### src/rtl/branch_sequencer.sv
`default_nettype none
// +----------------------------------------------------------------------------+
// | branch_sequencer: execute/commit sub-FSM for branch and jump instructions   |
// | Rev 1.0                                                                     |
// +----------------------------------------------------------------------------+
module branch_sequencer #(
  parameter logic [2:0] ALU_SUB      = 3'b010,
  parameter logic [1:0] PCSRC_ALUOUT = 2'b01,
  parameter logic [1:0] PCSRC_JUMP   = 2'b10,
  parameter int         CNT_W        = 16
) (
  input  logic             clk,
  input  logic             reset,
  input  logic             start,
  input  logic [5:0]       opcode,
  input  logic             alu_gt,
  input  logic             alu_eq,
  output logic             busy,
  output logic             done,
  output logic             illegal,
  output logic             alu_src_a,
  output logic [1:0]       alu_src_b,
  output logic [2:0]       alu_op,
  output logic [1:0]       branch_ctrl,
  output logic             pc_write_cond,
  output logic             pc_write,
  output logic [1:0]       pc_source,
  output logic             reg_write,
  output logic             link_sel,
  output logic [CNT_W-1:0] br_count,
  output logic [CNT_W-1:0] taken_count
);

  typedef enum logic [2:0] {
    S_IDLE    = 3'd0,
    S_BR_EXEC = 3'd1,
    S_J_LINK  = 3'd2,
    S_J_EXEC  = 3'd3,
    S_DONE    = 3'd4
  } state_t;

  localparam logic [CNT_W-1:0] CNT_ONE = {{(CNT_W-1){1'b0}}, 1'b1};
  localparam logic [CNT_W-1:0] CNT_MAX = {CNT_W{1'b1}};

  state_t     r_state;
  state_t     w_state_n;
  logic [1:0] w_br_ctrl_n;
  logic       w_illegal_n;
  logic       w_taken;

  always_comb begin
    w_state_n   = r_state;
    w_br_ctrl_n = branch_ctrl;
    w_illegal_n = 1'b0;
    case (r_state)
      S_IDLE: begin
        if (start) begin
          case (opcode)
            6'h02: w_state_n = S_J_EXEC;
            6'h03: w_state_n = S_J_LINK;
            6'h04: begin w_state_n = S_BR_EXEC; w_br_ctrl_n = 2'b11; end
            6'h05: begin w_state_n = S_BR_EXEC; w_br_ctrl_n = 2'b10; end
            6'h06: begin w_state_n = S_BR_EXEC; w_br_ctrl_n = 2'b01; end
            6'h07: begin w_state_n = S_BR_EXEC; w_br_ctrl_n = 2'b00; end
            default: w_illegal_n = 1'b1;
          endcase
        end
      end
      S_BR_EXEC: w_state_n = S_DONE;
      S_J_LINK:  w_state_n = S_J_EXEC;
      S_J_EXEC:  w_state_n = S_DONE;
      default:   w_state_n = S_IDLE;
    endcase
  end

  always_comb begin
    w_taken = 1'b0;
    case (branch_ctrl)
      2'b00: w_taken = alu_gt;
      2'b01: w_taken = ~alu_gt;
      2'b10: w_taken = ~alu_eq;
      2'b11: w_taken = alu_eq;
      default: w_taken = 1'b0;
    endcase
  end

  // Outputs are registered from the next state so they mirror the state register.
  always_ff @(posedge clk) begin
    if (reset) begin
      r_state       <= S_IDLE;
      busy          <= 1'b0;
      done          <= 1'b0;
      illegal       <= 1'b0;
      alu_src_a     <= 1'b0;
      alu_src_b     <= 2'b00;
      alu_op        <= 3'b000;
      branch_ctrl   <= 2'b00;
      pc_write_cond <= 1'b0;
      pc_write      <= 1'b0;
      pc_source     <= 2'b00;
      reg_write     <= 1'b0;
      link_sel      <= 1'b0;
      br_count      <= '0;
      taken_count   <= '0;
    end else begin
      r_state       <= w_state_n;
      busy          <= (w_state_n == S_BR_EXEC) || (w_state_n == S_J_LINK) ||
                       (w_state_n == S_J_EXEC);
      done          <= (w_state_n == S_DONE);
      illegal       <= w_illegal_n;
      alu_src_a     <= (w_state_n == S_BR_EXEC);
      alu_src_b     <= 2'b00;
      alu_op        <= (w_state_n == S_BR_EXEC) ? ALU_SUB : 3'b000;
      branch_ctrl   <= w_br_ctrl_n;
      pc_write_cond <= (w_state_n == S_BR_EXEC);
      pc_write      <= (w_state_n == S_J_EXEC);
      pc_source     <= (w_state_n == S_BR_EXEC) ? PCSRC_ALUOUT :
                       (w_state_n == S_J_EXEC)  ? PCSRC_JUMP   : 2'b00;
      reg_write     <= (w_state_n == S_J_LINK);
      link_sel      <= (w_state_n == S_J_LINK);
      if (r_state == S_BR_EXEC) begin
        if (br_count != CNT_MAX)
          br_count <= br_count + CNT_ONE;
        if (w_taken && (taken_count != CNT_MAX))
          taken_count <= taken_count + CNT_ONE;
      end
    end
  end

endmodule
`default_nettype wire

### config.mk
export PLATFORM = sky130hd
export DESIGN_NAME = branch_sequencer
export DESIGN_NICKNAME = d
export VERILOG_FILES = /design/src/rtl/branch_sequencer.sv
export SDC_FILE = /design/constraint.sdc
export NUM_CORES = 1
export LEC_CHECK = 0
export CAP_MARGIN = 20
export CELL_PAD_IN_SITES_DETAIL_PLACEMENT = 0
export CELL_PAD_IN_SITES_GLOBAL_PLACEMENT = 2
export CORE_MARGIN = 2
export CORE_UTILIZATION = 25
export DETAILED_ROUTE_END_ITERATION = 10
export PLACE_DENSITY_LB_ADDON = 0.1
export SYNTH_ARGS = -nofsm -noshare
export SYNTH_HDL_FRONTEND = slang
export SYNTH_SLANG_ARGS = --single-unit
### constraint.sdc
create_clock -name clk -period 2.1 [get_ports clk]
set_input_delay 0.525 -clock clk [delete_from_list [all_inputs] [get_ports clk]]
set_output_delay 0.525 -clock clk [all_outputs]
set_load 0.03 [all_outputs]
# Yosys cells after proc, flatten, opt, wreduce, memory -nomap -nowiden
# Index checks and enable logic that the tools add are counted.
[totals]
regBits = 48
in_bits = 11
elab_cells = 60
[classes]
reduce_logical = 14
n_eq_ne = 18
n_addsub = 2
mux = 9
n_bitwise = 4
[ops]
columns = ["cell", "count"]
rows = [
  ["adder 16 x 1 -> 16 bit, second input constant", 2],
  ["!= test 16 bit, second input constant", 2],
  ["equality test 6 x 3 -> 1 bit, second input constant", 4],
  ["one-hot mux 3 bit (3 select lines)", 2],
  ["equality test 3 x 2 -> 1 bit, second input constant", 4],
  ["equality test 6 x 2 -> 1 bit, second input constant", 2],
  ["one-hot mux 2 bit (4 select lines)", 1],
  ["equality test 3 x 1 -> 1 bit, second input constant", 2],
  ["OR reduction 6 bit", 1],
  ["equality test 2 bit, second input constant", 2],
  ["2-to-1 mux 2 bit", 2],
  ["inverter 1 bit", 4],
  ["one-hot mux 1 bit (4 select lines)", 1],
  ["AND reduction 2 bit", 2],
  ["nonzero test 4 bit", 1],
  ["OR reduction 2 bit", 2],
  ["OR reduction 4 bit", 1],
  ["equality test 3 bit, second input constant", 1],
  ["zero test 3 bit", 1],
  ["2-to-1 mux 3 bit", 1],
  ["AND reduction 3 bit", 1],
  ["OR reduction 3 bit", 1],
  ["equality test 2 x 1 -> 1 bit, second input constant", 1],
  ["zero test 2 bit", 1],
  ["other kinds (3)", 5],
]

# Logic depth before layout (Yosys ltp)
[depth]
word_depth = 8
depth_mapped = 7

# Worst setup path after synthesis
# No wires, ideal clock.
[synth_timing]
path_kind = "in2reg"
start = "input alu_eq"
end = "register taken_count[6]"
path_slack_ns = 0.030
cell_stages = 6
arrival_ns = 1.949
path_cell_list = "and2_1 > nor3_1 > o21ai_0 > buf_2 > nor4_1 > mux2_2"
[synth_between]
elab_chain_cells = 4
[synth_lines]
columns = ["element", "line_no", "rtl"]
rows = [
  ["from (decl)", "17", "input logic alu_eq,"],
  ["inverter 1 bit", "81", "2'b10: w_taken = ~alu_eq;"],
  ["one-hot mux 1 bit (4 select lines) (*)", "78", "case (branch_ctrl)"],
  ["logical AND 1 bit (*)", "124", "if (w_taken && (taken_count != CNT_MAX))"],
  ["AND reduction 2 bit (no source line) (*)", "n/a", ""],
  ["to (signal assigned)", "125", "taken_count <= taken_count + CNT_ONE;"],
  ["to (decl)", "31", "output logic [CNT_W-1:0] taken_count"],
]
# Every way passes the cells marked *; elsewhere a longest branch is shown, timed or not.
# A chain may end at the register's enable or synchronous reset.

# Worst setup path in the final report
# Ends and elaborated chain as after synthesis.

==> metrics.txt <==
hold crit path type reg2reg; CP Cell Sequence clkdlybuf4s50_1 > and2_1 > o21a_1 > o21ai_0 > buf_4 > nor4_4 > mux2_2; grt ovf 0; Critical Path Fanout Max 8; predominant post-synthesis flop cell dfxtp_1; via count of the routed design 2015; post-DR wirelength/cell 13.1 um; initial core utilization 0.254; Mapped Avg Cell Area 8.65 sq um; Cell Area, Synth 2170 sq um; I/O Buffers 55; vias in the first global route 1958; sequential share of the synthesized area 0.406; initial antenna violation count 0; fin crit period 2040 ps; fin crit share 0.970; Reg power frac 0.579; gp weighted congestion 0.709; largest net degree at the start of global routing 25; Clk pwr share 0.347; Area growth, synth to finish 41.6%; most instantiated library cell after synthesis dfxtp_1; root buffer cell clkbuf_8; CTS tree done; critical path required time 2280 ps; worst-case vdd ir drop 176 uV; CTS max path bufs 2; die area 9450 sq um; final hold vios 0; fraction of layout cells with a size suffix above 1 0.164; worst endpoint data arrival time 2220 ps; H-tree levels 2; fin nets 337; synthesized instance count 251; HP Start taken_count[5]$_SDFFE_PP0P_; yosys warns 0; Die W 97.2 um; # rows 34; Via density 4.66; crit path capture type register; top cells by area, synth dfxtp_1 (41%), xnor2_1 (4.4%), nor2_1 (4.1%); ANT cells 0; max_cap viols 0; Max Clock Skew 5.09 ps; die height 97.2 um; Final Slew Violations 0; Yosys top cell by area dfxtp_1; drt first pass iters 4; asr flop ratio synth 0; slowest CP cell clkdlybuf4s50_1; CTS sink count 44; setup bufs post-CTS 0; # hold bufs at CTS 0; Synth Register Bits 44; Iter 0 DRT Violations 38; status complete, no violations; cts bufs inserted 5; worst hold slack 515 ps; net load switching power 337 uW; r2r startpoint r_state[1]$_SDFF_PP0_; Yosys cell types 45; Comb power frac 0.074; Final Setup Violations 0; setup_tns 0 ps; Startpoint Class input port; Lkg Pwr 0.00100 uW; Post-synth EDFFs 0; most common library cells after synthesis dfxtp_1 (44), nor2_1 (24), a21oi_1 (16); Total Wirelength 5650 um; max incr delay on CP 450 ps; IO Pins 60; Cell Pwr Density 472 nW/um^2; Crit Path Category in2reg; Core Util, Final 0.360; Critical Path Start alu_eq; Reg clk slew, reported paths 80 ps; switch share 0.232; DRC 0; Post-CTS Resized 0; first-pass GRT wire length 9420 um; top cell type's share of synthesized area 0.406; DRT antenna net count 0; Core Region 8550 sq um; Fmax 491 MHz; Internal 1120 uW; later-pin clock latency in the skew report 290 ps; HPWL Detailed 4120 um; All-Layer GR Usage 0.120
layer usage:
layer	routed length (um)	track usage	up-vias
met5	0	0	-
met4	47	0.0321	0
met3	195	0.0302	4
met2	2540	0.192	38
met1	2870	0.163	941
li1	-	-	1032
cell type report:
class / count / area [sq um]
clock buffer: 6 / 72.6
clock inverter: 1 / 5.00
fill: 895 / 5470
inverter: 7 / 26.3
multi-input combinational: 184 / 1180
sequential: 44 / 881
tap: 108 / 135
timing repair buffer: 82 / 778
cell usage in the layout (no fill, tap or decap), drive strengths merged, types with 3 or more instances in the layout:
master	instances
clkdlybuf4s50	55
dfxtp	44
buf	27
nor2	25
a21oi	16
nand2	13
nor3	13
o21ai	12
xnor2	11
nand4	10
or3	9
nor4	9
nand3	8
inv	7
nor2b	7
o31ai	6
or4	6
clkbuf	6
and2	4
and3	4
mux2	4
conb	4
nor3b	4
or3b	3
worst max-delay path, delay by kind of cell:
kind | cells | cell delay, ps
multiplexers | 1 | 360
buffers and inverters | 2 | 640
AND/OR/NAND/NOR | 2 | 440
AO/OA/AOI/OAI | 2 | 260
through the flow:
step,total power [uW],worst slack (ps),area (sq um),instances
finish,1450,62.2,3080,432
global route,1530,-3.35,3080,432
CTS,1490,25.9,3030,432
detailed placement,968,-276,2950,425
global placement,969,-267,2950,425
floorplan,919,30.2,2180,254
state kept, by name, summed over array words and instances, names as in the netlist:
signal,cells
br_count,16
taken_count,16
busy,1
alu_op,1
illegal,1
branch_ctrl,2
done,1
pc_write,1
r_state,3
pc_source,1
link_sel,1
power by group through the flow:
stage | logic (uW) | registers (uW) | clock network [uW]
final | 108 | 841 | 504
after CTS | 107 | 841 | 541
after global routing | 117 | 842 | 567
after global placement | 108 | 861 | 0
after detailed placement | 107 | 861 | 0
after floorplan | 50.8 | 868 | 0
path summary, 6_finish.rpt:
| path | to | slack [ps] | cells past startpoint |
|---|---|---|---|
| worst max-delay path | taken_count[6]$_SDFFE_PP0P_ | 60 | 7 |
| worst min-delay path | taken_count[5]$_SDFFE_PP0P_ | 510 | 2 |
| worst max register to register | taken_count[7]$_SDFFE_PP0P_ | 250 | 6 |
| worst min register to register | taken_count[5]$_SDFFE_PP0P_ | 510 | 2 |
cell families (layout without fill, tap and decap cells):
family	after synthesis	in the layout	share of synthesized area
fa+ha+maj	2	2	0.0115
other cells	1	4	0.00173
mux	5	5	0.0253
compound gates	41	41	0.113
buf+inv	26	96	0.0806
simple gates	120	120	0.314
xor+xnor	12	12	0.0484
flops	44	44	0.406
Note: power is estimated with default switching activity, not from simulation.
